## config.mk

```make
export PLATFORM = sky130hd
export DESIGN_NAME = alu_cmd_sequencer
export DESIGN_NICKNAME = d
export VERILOG_FILES = /design/src/rtl/alu_pkg.sv /design/src/rtl/alu.sv /design/src/rtl/alu_cmd_fifo.sv /design/src/rtl/alu_cmd_sequencer.sv
export SDC_FILE = /design/constraint.sdc
export NUM_CORES = 1
export LEC_CHECK = 0
export ABC_CLOCK_PERIOD_IN_PS = 2500
export BUFFER_PORTS_ARGS = -buffer_cell sky130_fd_sc_hd__buf_2
export CAP_MARGIN = 20
export CORE_AREA = 2 2 121 123
export DETAILED_ROUTE_END_ITERATION = 7
export DIE_AREA = 0 0 123 125
export PLACE_DENSITY = 0.47
export SETUP_SLACK_MARGIN = 0.5
export SYNTH_ARGS = -nofsm -noshare
export SYNTH_HDL_FRONTEND = slang
export SYNTH_SLANG_ARGS = --single-unit
```

## constraint.sdc

```tcl
create_clock -name clk -period 2.5 [get_ports clk]
set_input_delay 0.125 -clock clk [delete_from_list [all_inputs] [get_ports clk]]
set_output_delay 0.125 -clock clk [all_outputs]
set_load 0.02 [all_outputs]
```

## src/rtl/alu_pkg.sv

```systemverilog
// Shared types for the ALU command sequencer: ALU opcodes and sequencer FSM states.
package alu_pkg;

    typedef enum logic [1:0] {
        OP_AND = 2'b00,
        OP_XOR = 2'b01,
        OP_ADD = 2'b10,
        OP_SUB = 2'b11
    } op_e;

    typedef enum logic [1:0] {
        S_IDLE = 2'b00,
        S_EXEC = 2'b01,
        S_HOLD = 2'b10
    } state_e;

    localparam int OP_W = 2;

endpackage

```

## src/rtl/alu.sv

```systemverilog
// Combinational N-bit ALU: AND, XOR, ADD, SUB (modulo 2^WIDTH).
// The carry/borrow output exists only when ALU_FLAGS_EN is defined.
module alu
    import alu_pkg::*;
#(
    parameter int WIDTH = 8
) (
    input  logic [WIDTH-1:0] a,
    input  logic [WIDTH-1:0] b,
    input  op_e              op,
    output logic [WIDTH-1:0] result
`ifdef ALU_FLAGS_EN
    ,
    output logic             carry
`endif
);

`ifdef ALU_FLAGS_EN
    // One extra bit gives ADD carry-out and SUB borrow (set when a < b).
    logic [WIDTH:0] sum;
    logic [WIDTH:0] diff;

    assign sum  = {1'b0, a} + {1'b0, b};
    assign diff = {1'b0, a} - {1'b0, b};

    always_comb begin
        result = '0;
        carry  = 1'b0;
        case (op)
            OP_AND: result = a & b;
            OP_XOR: result = a ^ b;
            OP_ADD: begin
                result = sum[WIDTH-1:0];
                carry  = sum[WIDTH];
            end
            OP_SUB: begin
                result = diff[WIDTH-1:0];
                carry  = diff[WIDTH];
            end
            default: result = '0;
        endcase
    end
`else
    always_comb begin
        result = '0;
        case (op)
            OP_AND:  result = a & b;
            OP_XOR:  result = a ^ b;
            OP_ADD:  result = a + b;
            OP_SUB:  result = a - b;
            default: result = '0;
        endcase
    end
`endif

endmodule

```

## src/rtl/alu_cmd_fifo.sv

```systemverilog
// Command FIFO with a registered occupancy count; head entry is visible on dout
// whenever empty is low. DEPTH must be a power of two so the pointers wrap naturally.
module alu_cmd_fifo #(
    parameter int DW    = 18,
    parameter int DEPTH = 4
) (
    input  logic          clk,
    input  logic          rst,
    input  logic          push,
    input  logic [DW-1:0] din,
    input  logic          pop,
    output logic [DW-1:0] dout,
    output logic          full,
    output logic          empty
);

    localparam int AW = $clog2(DEPTH);
    localparam int CW = AW + 1;
    localparam logic [CW-1:0] FULL_CNT = CW'(DEPTH);

    logic [DW-1:0] mem [DEPTH];
    logic [AW-1:0] wr_ptr;
    logic [AW-1:0] rd_ptr;
    logic [CW-1:0] count;
    logic          do_push;
    logic          do_pop;

    assign full    = (count == FULL_CNT);
    assign empty   = (count == '0);
    assign do_push = push && !full;
    assign do_pop  = pop && !empty;
    assign dout    = mem[rd_ptr];

    always_ff @(posedge clk or posedge rst) begin
        if (rst) begin
            wr_ptr <= '0;
            rd_ptr <= '0;
            count  <= '0;
        end else begin
            if (do_push) wr_ptr <= wr_ptr + 1'b1;
            if (do_pop)  rd_ptr <= rd_ptr + 1'b1;
            case ({do_push, do_pop})
                2'b10:   count <= count + 1'b1;
                2'b01:   count <= count - 1'b1;
                default: count <= count;
            endcase
        end
    end

    // Storage carries no reset: entries are only read after a push marks them live.
    always_ff @(posedge clk) begin
        if (do_push) mem[wr_ptr] <= din;
    end

endmodule

```

## src/rtl/alu_cmd_sequencer.sv

```systemverilog
// Buffers {A,B,op} commands, issues them one at a time into the ALU and presents
// registered results in command order. Define ALU_FLAGS_EN to add out_zero/out_carry.
//
//  state  | meaning
//  S_IDLE | no command in flight; pop the FIFO head as soon as one is queued
//  S_EXEC | operands registered; capture the ALU result into the output register
//  S_HOLD | result valid; wait for out_ready, then pop the next command or go idle
module alu_cmd_sequencer
    import alu_pkg::*;
#(
    parameter int WIDTH = 8,
    parameter int DEPTH = 4
) (
    input  logic             clk,
    input  logic             rst,
    input  logic             in_valid,
    output logic             in_ready,
    input  logic [WIDTH-1:0] in_a,
    input  logic [WIDTH-1:0] in_b,
    input  op_e              in_op,
    output logic             out_valid,
    input  logic             out_ready,
    output logic [WIDTH-1:0] out_result
`ifdef ALU_FLAGS_EN
    ,
    output logic             out_zero,
    output logic             out_carry
`endif
);

    localparam int CMD_W = 2 * WIDTH + OP_W;

    state_e           state;
    state_e           state_nxt;
    logic             pop;
    logic             load_result;
    logic             clear_valid;

    logic [CMD_W-1:0] fifo_din;
    logic [CMD_W-1:0] fifo_dout;
    logic             fifo_full;
    logic             fifo_empty;
    logic             push;

    logic [WIDTH-1:0] op_a;
    logic [WIDTH-1:0] op_b;
    op_e              op_q;
    logic [WIDTH-1:0] alu_result;
`ifdef ALU_FLAGS_EN
    logic             alu_carry;
`endif

    assign in_ready = !fifo_full;
    assign push     = in_valid && in_ready;
    assign fifo_din = {in_op, in_a, in_b};

    alu_cmd_fifo #(
        .DW    (CMD_W),
        .DEPTH (DEPTH)
    ) u_fifo (
        .clk   (clk),
        .rst   (rst),
        .push  (push),
        .din   (fifo_din),
        .pop   (pop),
        .dout  (fifo_dout),
        .full  (fifo_full),
        .empty (fifo_empty)
    );

    alu #(
        .WIDTH (WIDTH)
    ) u_alu (
        .a      (op_a),
        .b      (op_b),
        .op     (op_q),
        .result (alu_result)
`ifdef ALU_FLAGS_EN
        ,
        .carry  (alu_carry)
`endif
    );

    always_ff @(posedge clk or posedge rst) begin
        if (rst) state <= S_IDLE;
        else     state <= state_nxt;
    end

    always_comb begin
        state_nxt   = state;
        pop         = 1'b0;
        load_result = 1'b0;
        clear_valid = 1'b0;
        case (state)
            S_IDLE: begin
                if (!fifo_empty) begin
                    pop       = 1'b1;
                    state_nxt = S_EXEC;
                end
            end
            S_EXEC: begin
                load_result = 1'b1;
                state_nxt   = S_HOLD;
            end
            S_HOLD: begin
                if (out_ready) begin
                    clear_valid = 1'b1;
                    if (!fifo_empty) begin
                        pop       = 1'b1;
                        state_nxt = S_EXEC;
                    end else begin
                        state_nxt = S_IDLE;
                    end
                end
            end
            default: state_nxt = S_IDLE;
        endcase
    end

    always_ff @(posedge clk or posedge rst) begin
        if (rst) begin
            op_a <= '0;
            op_b <= '0;
            op_q <= OP_AND;
        end else if (pop) begin
            op_q <= op_e'(fifo_dout[CMD_W-1 -: OP_W]);
            op_a <= fifo_dout[2*WIDTH-1 -: WIDTH];
            op_b <= fifo_dout[WIDTH-1:0];
        end
    end

    always_ff @(posedge clk or posedge rst) begin
        if (rst) begin
            out_valid  <= 1'b0;
            out_result <= '0;
`ifdef ALU_FLAGS_EN
            out_zero   <= 1'b0;
            out_carry  <= 1'b0;
`endif
        end else if (load_result) begin
            out_valid  <= 1'b1;
            out_result <= alu_result;
`ifdef ALU_FLAGS_EN
            out_zero   <= (alu_result == '0);
            out_carry  <= alu_carry;
`endif
        end else if (clear_valid) begin
            out_valid  <= 1'b0;
        end
    end

endmodule

```

==> results of run 1 <==
-- worst min path at each step --
stage	from	to	slack, ns
after detailed placement	rst	state[1]	0.27
after global placement	rst	u_fifo.count[0]	0.27
after global routing	in_a[2]	u_fifo.mem[3][10]	0.03
after floorplan	in_b[0]	u_fifo.mem[0][0]	0.22
final	in_a[2]	u_fifo.mem[2][10]	0.01
after CTS	in_a[2]	u_fifo.mem[2][10]	0.008
-- kinds of logic after synthesis --
| logic type | after synthesis | share of synthesized area, % |
|---|---|---|
| buffers and inverters | 27 | 2.712 |
| flip-flops | 108 | 63.85 |
| adder cells (fa/ha/maj) | 23 | 6.312 |
| XOR/XNOR | 14 | 2.556 |
| AO/OA/AOI/OAI | 45 | 5.973 |
| multiplexers | 38 | 12.99 |
| AND/OR/NAND/NOR | 54 | 5.608 |
-- power by group through the flow --
stage / clock network [uW] / registers (uW) / logic, uW
detailed placement: 0 / 2870 / 3510
global route: 1450 / 2900 / 4500
CTS: 1390 / 2830 / 3770
floorplan: 0 / 2850 / 2670
finish: 1340 / 2830 / 3960
global placement: 0 / 2860 / 3520
-- metal layers --
layer | global-route usage [%] | up-vias | routed length (um)
li1 | - | 1317 | -
met1 | 18.38 | 1378 | 4466
met2 | 19.99 | 45 | 4321
met3 | 2.783 | 7 | 284
met4 | 4.813 | 0 | 92
met5 | 0 | - | 0
-- through the flow --
stage / power, uW / instances / hold WS, ns / area [sq um]
final: 8128 / 576 / 0.01293 / 5901
after global routing: 8850 / 576 / 0.02513 / 5901
after CTS: 7983 / 570 / 0.007997 / 5803
after detailed placement: 6389 / 525 / 0.2724 / 5239
after global placement: 6381 / 525 / 0.2662 / 5239
after floorplan: 5525 / 309 / 0.2239 / 4836
-- synth_stat cells (2+ instances only) --
| cell | number |
|---|---|
| a21oi_1 | 7 |
| a31oi_1 | 3 |
| and2_1 | 2 |
| and3_1 | 5 |
| buf_2 | 5 |
| buf_4 | 2 |
| buf_6 | 2 |
| clkbuf_1 | 2 |
| dfrtp_1 | 36 |
| edfxtp_1 | 72 |
| fa_1 | 2 |
| ha_1 | 21 |
| inv_1 | 16 |
| mux2_2 | 14 |
| mux2i_1 | 6 |
| mux4_2 | 18 |
| nand2_1 | 16 |
| nand2b_1 | 4 |
| nand3_1 | 2 |
| nor2_1 | 12 |
| nor2b_1 | 2 |
| nor3_1 | 2 |
| nor4_1 | 2 |
| o211ai_1 | 2 |
| o21a_1 | 2 |
| o21ai_0 | 21 |
| o311ai_0 | 2 |
| or3_1 | 3 |
| xnor2_1 | 9 |
| xor2_1 | 5 |
-- cells in the final DEF (no fill, tap or decap), types with 6 or more instances in the layout --
cell,instances
edfxtp_1,72
dfrtp_1,32
buf_2,31
buf_4,28
ha_1,19
dlygate4sd3_1,19
mux4_2,18
o21ai_0,17
nand2_1,16
mux2_2,14
inv_1,11
nor2_1,10
xnor2_1,9
clkbuf_16,9
mux2i_1,6
-- repair_timing --
item,in CTS,in global routing
buffers inserted,10,6
endpoints found under the setup margin,6,6
hold endpoints to repair,105,0
gates resized for setup,11,16
hold buffers,19,0
pin swaps,10,12
-- state kept, by name, summed over array words and instances, names as in the netlist --
register       cells
op_a               8
op_b               8
op_q               2
out_result         8
out_valid          1
state              2
u_fifo.count       3
u_fifo.mem        72
u_fifo.rd_ptr      2
u_fifo.wr_ptr      2
-- final cells by class --
type                       instances  area (sq um)
fill                            1351          8303
sequential                       108          3068
multi-input combinational        174          1714
timing repair buffer              78         555.5
clock buffer                      13         250.2
tap                              184         230.2
inverter                          16         60.06
clock inverter                     3         22.52
-- worst max-delay path: cells and delay by family (launching register included) --
| kind | cells | cell delay, ns |
|---|---|---|
| simple gates | 4 | 0.56 |
| fa+ha+maj | 2 | 0.48 |
| flops | 1 | 0.42 |
| compound gates | 2 | 0.36 |
| xor+xnor | 1 | 0.12 |
| buf+inv | 1 | 0.09 |
==> metrics.txt, run 1 <==
outcome finished, final reports clean; sequential power share 34.8%; Psw 2995 uW; via count 2747; Setup WS post-layout 0.3618 ns; vias per inst 4.769; CP Class reg -> reg; crit-path cells inv_2 -> ha_4 -> nor2_2 -> xnor2_1 -> ha_1 -> nor2b_1 -> o21a_1 -> or3_1 -> a31oi_2 -> nor2_1; Worst Setup EP out_result[4]; dominant cell type by area after synthesis edfxtp_1; Async S/R FF share, synth 33.33%; Placer Congestion 0.7592; max-slew violation count 0; Comb power frac 48.8%; largest net degree at the start of global routing 37; Max Cap Viol 0; antenna violations before repair 0; CP max FO 4; Max-slew headroom 67.38%; total gr overflow 0; Initial Util 33.77%; worst hold path class in -> reg; first-pass GRT wire length 15170 um; RSZ-0062 raised after global routing true; setup TNS 0 ns; register bit total from synthesis 108; worst path arrival time 2.38 ns; Peak VDD IR 0.0004359 V; clk_skew 0.005711 ns; die width 123 um; fmax 467.7 MHz; dpl hpwl 5939 um; die area 15380 sq um; GRT Total Usage 13.09%; clk root buf clkbuf_16; Iteration-0 DRC Markers 107; EDFF count, synth 72; vias in the first global route 2804; layout cells sized above 1 33.93%; Finished Core Util 41.54%; Worst Setup Start Kind flop; Pleak 0.002256 uW; Sw Share 36.84%; Post-DRT Antenna Nets 0; PwrDens 1377 nW/um^2; sequential area share after synthesis 63.85%; post-synth top area share 45.07%; Period minus WS final 2.138 ns; final wirelength 9165 um; Area contributors post-synth edfxtp_1 (45%), dfrtp_1 (19%), mux4_2 (8.5%); worst slack at placement 0.2402 ns; Final Cycle Share 85.53%; Distinct cells, synth 42; Yosys Warn Count 0; CTS tree done; area grow syn2layout 23.00%; Post-route DRC 0; max incr delay on CP 0.42 ns; worst reg2reg startpoint op_b[0]; hold depth 1; Post-Synthesis Cell Area 4797 sq um; Slew @ Worst Pin 0.4883 ns; worst reg2reg endpoint out_result[4]; final hold viol count 0; Ports 32; core area 14200 sq um; Worst EP required 2.74 ns; clock-pin slew on the worst setup and hold paths 0.07 ns; ant diodes 0; CP startpoint op_b[0]; Setup violations, final 0; CP endpoint kind flop; Post-Syn Area per Cell 15.52 sq um; Final #Nets 432; Max Root-Sink Buffers 2; reg2reg path depth 10; die height 125 um; Post-Syn Nets 354; Clk pwr share 16.4%; htree depth 3; Main synth FF type edfxtp_1; Post-Syn Instances 309; clock sink total 108; routed length per instance 15.91 um; clk_lat worst skew 0.35 ns; Crit-path slowest cell dfrtp_1; IO Port Bufs 31; Num CTS Buffers 9; First-pass DRT Iterations 4; setup slack, reg-to-reg 0.36 ns; Core Rows 44; Int Power 5134 uW
(Power assumes the default switching activity.)
==> run 2, diff against run 1 <==
--- a/config.mk
+++ b/config.mk
@@ -6,12 +6,12 @@
 export NUM_CORES = 1
 export LEC_CHECK = 0
 export ABC_CLOCK_PERIOD_IN_PS = 2500
-export BUFFER_PORTS_ARGS = -buffer_cell sky130_fd_sc_hd__buf_2
 export CAP_MARGIN = 20
 export CORE_AREA = 2 2 121 123
 export DETAILED_ROUTE_END_ITERATION = 7
 export DIE_AREA = 0 0 123 125
-export PLACE_DENSITY = 0.47
+export DONT_BUFFER_PORTS = 1
+export PLACE_DENSITY = 0.45
 export SETUP_SLACK_MARGIN = 0.5
 export SYNTH_ARGS = -nofsm -noshare
 export SYNTH_HDL_FRONTEND = slang
==> run 2 against run 1 <==
Fmax down 2.9%. Combinational power shrank 6.1%. Clock skew fell by 0.00077 ns. Cell count down 5.6%. Setup slack worse by 0.065 ns. Total power decreased by 1.4%. Count of clock-buffer cells in the layout is 2 lower. Sequential share of layout area increased by 1.6 points. Critical path type unchanged. Largest power group unchanged.
==> metrics.txt, run 2 (synthesis gave the netlist of run 1 again) <==
outcome finished, final reports clean (unchanged); max-slew violation count 0 (unchanged); most used cell along the critical path a21oi_1; Max Cap Viol 0 (unchanged); crit-path cells inv_2 -> ha_4 -> a21oi_1 -> xnor2_1 -> ha_1 -> o211ai_1 -> a21oi_1 -> o41a_1 -> nor4_1 -> nand3b_1 (was inv_2 -> ha_4 -> nor2_2 -> xnor2_1 -> ha_1 -> nor2b_1 -> o21a_1 -> or3_1 -> a31oi_2 -> nor2_1); final hold viol count 0 (unchanged); Num CTS Buffers 9 (unchanged); Worst Setup Start Kind flop (unchanged); Placer Congestion 0.7867 (was 0.7592); worst hold path class in -> reg (unchanged); final wirelength 9332 um (was 9165 um); clk root buf clkbuf_16 (unchanged); IO Port Bufs 0 (was 31); via count 2613 (was 2747); dpl hpwl 6192 um (was 5939 um); clock sink total 108 (unchanged); Slew @ Worst Pin 0.7070 ns (was 0.4883 ns); hold path startpoint in_valid (was in_a[2]); commonest non-fill, non-tap cell in the layout edfxtp_1 (unchanged); Max-slew headroom 52.82% (was 67.38%); routed length per instance 17.15 um (was 15.91 um); Ports 32 (unchanged); Post-route DRC 0 (unchanged); Period minus WS final 2.203 ns (was 2.138 ns); First-pass DRT Iterations 4 (unchanged); setup TNS 0 ns (unchanged); Pleak 0.002128 uW (was 0.002256 uW); die height 125 um (unchanged); CP endpoint kind flop (unchanged); Core Rows 44 (unchanged); hold path endpoint u_fifo.wr_ptr[1] (was u_fifo.mem[2][10]); largest net degree at the start of global routing 27 (was 37); Post-DRT Antenna Nets 0 (unchanged); clock-pin slew on the worst setup and hold paths 0.07 ns (about the same); CP max FO 5 (was 4); fillers 1350 (was 1351); clk_skew 0.004941 ns (was 0.005711 ns); hold depth 2 (was 1); core area 14200 sq um (unchanged); most frequent cells in the layout edfxtp_1 (72), dfrtp_1 (32), buf_4 (26), dlygate4sd3_1 (20), ha_1 (19) (was edfxtp_1 (72), dfrtp_1 (32), buf_2 (31), buf_4 (28)); max incr delay on CP 0.41 ns (was 0.42 ns); Crit-path slowest cell dfrtp_1 (unchanged); CP Class reg -> reg (unchanged); Max Root-Sink Buffers 2 (unchanged); die area 15380 sq um (unchanged); die width 123 um (unchanged); first-pass GRT wire length 14970 um (was 15170 um); htree depth 3 (unchanged); area grow syn2layout 19.41% (was 23.00%); reg2reg path depth 10 (unchanged); Peak VDD IR 0.0004032 V (was 0.0004359 V); CP Buf/Inv Count 1 (unchanged); total gr overflow 0 (unchanged); Final Cycle Share 88.12% (was 85.53%); vias in the first global route 2710 (was 2804); vias per inst 4.803 (was 4.769); Final #Nets 400 (was 432); PwrDens 1399 nW/um^2 (was 1377 nW/um^2); CTS tree done (unchanged); max FFs per register 72 (unchanged); GRT Total Usage 13.11% (was 13.09%); worst reg2reg endpoint out_result[7] (was out_result[4]); fmax 454.0 MHz (was 467.7 MHz); Iteration-0 DRC Markers 144 (was 107); Largest delay share family, worst path compound AO/OA/AOI/OAI gates (was simple AND/OR/NAND/NOR gates); Setup violations, final 0 (unchanged); layout cells sized above 1 27.78% (was 33.93%); Finished Core Util 40.33% (was 41.54%); setup slack, reg-to-reg 0.30 ns (was 0.36 ns); ant diodes 0 (unchanged); worst path arrival time 2.49 ns (was 2.38 ns); largest reg by FF count u_fifo.mem (unchanged); worst reg2reg startpoint op_b[0] (unchanged); Worst EP required 2.78 ns (was 2.74 ns); Tot Pwr 8014 uW (was 8128 uW); clk_lat worst skew 0.35 ns (about the same); RSZ-0062 raised after global routing true (unchanged); antenna violations before repair 0 (unchanged); Initial Util 33.77% (unchanged)
run 2: cell types whose count changed in the layout (fill, tap and decap cells not counted), sizes merged:
cell	delta
clkbuf	-2
clkinvlp	+1
inv	+1
buf	-33
dlygate4sd3	+1
run 2: worst max path at each step:
stage / slack [ns] / startpoint / cells after the start / to
global route: 0.14 / op_b[0] / 10 / out_result[7]
finish: 0.30 / op_b[0] / 10 / out_result[7]
global placement: 0.17 / op_b[2] / 7 / out_result[6]
CTS: 0.31 / op_b[5] / 7 / out_result[6]
detailed placement: 0.23 / op_b[2] / 7 / out_result[6]
floorplan: 0.43 / op_q[1] / 10 / out_result[4]
run 2: area by class of cell:
class                   count  area (sq um)  area share [%]
clock buffers              11         242.7           4.238
repair buffers             46         395.4           6.903
flip-flops and latches    108          3068           53.56
clock inverters             5         41.29          0.7208
inverters                  16         60.06           1.048
well taps                 184         230.2           4.019
multi-input cells         174          1690           29.51
run 2: timing repair:
action | 4_1_cts | 5_1_grt
pin swaps | 13 | 9
hold endpoints to repair | 89 | 0
gates resized for setup | 16 | 7
hold buffers | 20 | 0
setup endpoints to repair | 6 | 6
buffers inserted | 5 | 10
run 2: where the power goes:
group,internal [uW],switching [uW],leakage [uW]
sequential,2490,436,0.00108
clock,716,647,0.000138
combinational,1810,1920,0.000907
total,5010,3000,0.00213
run 2: layer usage:
metal  global-route usage, %  share of wire, %  vias to the layer above
met2                   19.76                47                       40
met3                   3.193               3.4                       13
met5                       0                 0                        -
met4                   4.746               1.8                        0
li1                        -                 -                     1258
met1                   18.43                48                     1302
run 2: worst reg2reg max path, delay by kind of cell, from the launching register on:
kind                       cells  cell delay (ns)
AOI/OAI and AO/OA              4             0.75
adders and majority gates      2             0.47
buffers and inverters          1             0.08
and+or+nand+nor                2             0.29
xor gates and xnor gates       1             0.14
DFF                            1             0.41
run 2: stage by stage:
stage,setup slack (ns),hold WS [ns],cells,instance area [sq um]
global placement,0.1726,0.1779,493,5076
floorplan,0.4319,0.2239,309,4836
detailed placement,0.2263,0.1966,493,5076
CTS,0.3146,0.01236,534,5628
finish,0.2971,0.04426,544,5728
global route,0.1417,0.04957,544,5728
==> run 3, diff against run 2 <==
--- a/config.mk
+++ b/config.mk
@@ -12,7 +12,6 @@
 export DIE_AREA = 0 0 123 125
 export DONT_BUFFER_PORTS = 1
 export PLACE_DENSITY = 0.45
-export SETUP_SLACK_MARGIN = 0.5
 export SYNTH_ARGS = -nofsm -noshare
 export SYNTH_HDL_FRONTEND = slang
 export SYNTH_SLANG_ARGS = --single-unit
==> run 3 against run 2 <==
Wire length down 2.3%. Clock power grew 6%. Count of clock-buffer cells in the layout fell by 1. Fmax is 4.8% lower. Sequential share of layout area rose by 1.5 points. Total power fell by 4.4%. Sequential power barely moved. Clock skew shrank 0.00067 ns. Via count fell by 0.96%. Die area is the same. Critical path depth did not move. Setup slack got worse by 0.11 ns. Largest cell class unchanged. Highest routed layer unchanged.
==> metrics.txt, run 3 (synthesis gave the netlist of run 1 again) <==
Post-route DRC 0 (unchanged); clk_lat worst skew 0.35 ns (about the same); most frequent cells in the layout edfxtp_1 (72), dfrtp_1 (36), ha_1 (21), o21ai_0 (20), dlygate4sd3_1 (20) (was edfxtp_1 (72), dfrtp_1 (32), buf_4 (26), dlygate4sd3_1 (20), ha_1 (19)); setup TNS 0 ns (unchanged); max FFs per register 72 (unchanged); clock sink total 108 (unchanged); vias per inst 4.865 (was 4.803); hold slack 0.04913 ns (was 0.04426 ns); via count 2588 (was 2613); Core Rows 44 (unchanged); final wirelength 9113 um (was 9332 um); Final #Nets 388 (was 400); clock-pin slew on the worst setup and hold paths 0.07 ns (about the same); largest net degree at the start of global routing 27 (unchanged); dpl hpwl 6011 um (was 6192 um); outcome finished, final reports clean (unchanged); Final Cycle Share 92.57% (was 88.12%); Max Cap Viol 0 (unchanged); RSZ-0062 raised after global routing false (was true); fillers 1340 (was 1350); total gr overflow 0 (unchanged); Slew @ Worst Pin 0.6003 ns (was 0.7070 ns); Num CTS Buffers 9 (unchanged); Initial Util 33.77% (unchanged); first-pass GRT wire length 14740 um (was 14970 um); die width 123 um (unchanged); die height 125 um (unchanged); Pleak 0.002077 uW (was 0.002128 uW); fmax 432.1 MHz (was 454.0 MHz); clk_skew 0.004275 ns (was 0.004941 ns); area grow syn2layout 15.96% (was 19.41%); commonest non-fill, non-tap cell in the layout edfxtp_1 (unchanged); worst path arrival time 2.60 ns (was 2.49 ns); largest reg by FF count u_fifo.mem (unchanged); Max-slew headroom 59.94% (was 52.82%); routed length per instance 17.13 um (was 17.15 um); max-slew violation count 0 (unchanged); CP Class reg -> reg (unchanged); Peak VDD IR 0.0004366 V (was 0.0004032 V); First-pass DRT Iterations 4 (unchanged); worst hold path class in -> reg (unchanged); Iteration-0 DRC Markers 121 (was 144); ant diodes 0 (unchanged); die area 15380 sq um (unchanged); GRT Total Usage 12.89% (was 13.11%); IO Port Bufs 0 (unchanged); Period minus WS final 2.314 ns (was 2.203 ns); core area 14200 sq um (unchanged); htree depth 3 (unchanged); FF/Latch Area 3063 sq um (was 3068 sq um); CP max FO 4 (was 5); hold depth 2 (unchanged); CP endpoint kind flop (unchanged); vias in the first global route 2706 (was 2710); Setup violations, final 0 (unchanged); CTS tree done (unchanged); Worst Setup Start Kind flop (unchanged); clk root buf clkbuf_16 (unchanged); Multi-input gate area 1604 sq um (was 1690 sq um); PwrDens 1377 nW/um^2 (was 1399 nW/um^2); layout cells sized above 1 18.10% (was 27.78%); Post-DRT Antenna Nets 0 (unchanged); Placer Congestion 0.7679 (was 0.7867); antenna violations before repair 0 (unchanged); final hold viol count 0 (unchanged); Ports 32 (unchanged); reg2reg path depth 10 (unchanged); Max Root-Sink Buffers 2 (unchanged); Worst EP required 2.78 ns (about the same)
run 3: cell count changes in the layout (fill, tap and decap cells not counted), moves of 4 or more:
cell,change
buf_4,-12
dfrtp_1,+4
dfrtp_2,-4
inv_1,+5
inv_2,-5
run 3: path summary, 6_finish.rpt:
kind | start | to | slack, ns
setup reg to reg | op_b[0] | out_result[7] | 0.19
min in group asynchronous | rst | out_valid | 0.28
max in group asynchronous | rst | op_b[7] | 1.48
setup / recovery | op_b[0] | out_result[7] | 0.19
hold reg to reg | u_fifo.count[0] | u_fifo.count[0] | 0.51
hold / removal | out_ready | out_valid | 0.05
run 3: power breakdown:
part / switching, uW / internal (uW) / total, uW
combinational: 1750 / 1570 / 3310
clock: 638 / 803 / 1440
sequential: 423 / 2480 / 2910
total: 2810 / 4850 / 7660
run 3: layer usage:
| metal | vias to the layer above | global-route usage (%) | wire length (um) |
|---|---|---|---|
| li1 | 1233 | - | - |
| met1 | 1305 | 18.08 | 4577 |
| met2 | 37 | 19.24 | 4109 |
| met3 | 13 | 2.418 | 241 |
| met4 | 0 | 6.217 | 184 |
| met5 | - | 0 | 0 |
run 3: what timing repair did:
action	CTS	global route
buffers inserted	0	2
setup endpoints to repair	0	1
hold endpoints to repair	86	0
gates resized for setup	0	1
hold buffers	20	0
run 3: critical path, cell delays in order (launching register included):
cell	delay, ns
dfrtp_1	0.39
inv_1	0.09
ha_1	0.23
nor2_1	0.13
xnor2_1	0.14
ha_1	0.30
o211ai_1	0.19
a21oi_1	0.09
o41a_1	0.39
nor4_1	0.15
nand3b_1	0.13
run 3: final cells by class:
cell class / instances / share of cell area, %
Timing Repair Buffer: 34 / 5.488
Clock inverter: 6 / 1.102
Sequential cell: 108 / 55.06
Inverter: 16 / 1.080
Clock buffer: 10 / 4.296
Multi-Input combinational cell: 174 / 28.83
Tap cell: 184 / 4.139
run 3: per-stage QoR:
step | cells | area, sq um | util (%) | total power (uW) | worst slack, ns
finish | 532 | 5563 | 39.16 | 7662 | 0.1857
global route | 532 | 5563 | 39.16 | 8259 | 0.01877
CTS | 530 | 5548 | 39.06 | 7776 | 0.1384
detailed placement | 494 | 5047 | 35.54 | 6268 | 0.1654
global placement | 494 | 5047 | 35.54 | 6228 | 0.2007
floorplan | 309 | 4797 | - | 5459 | 0.3750
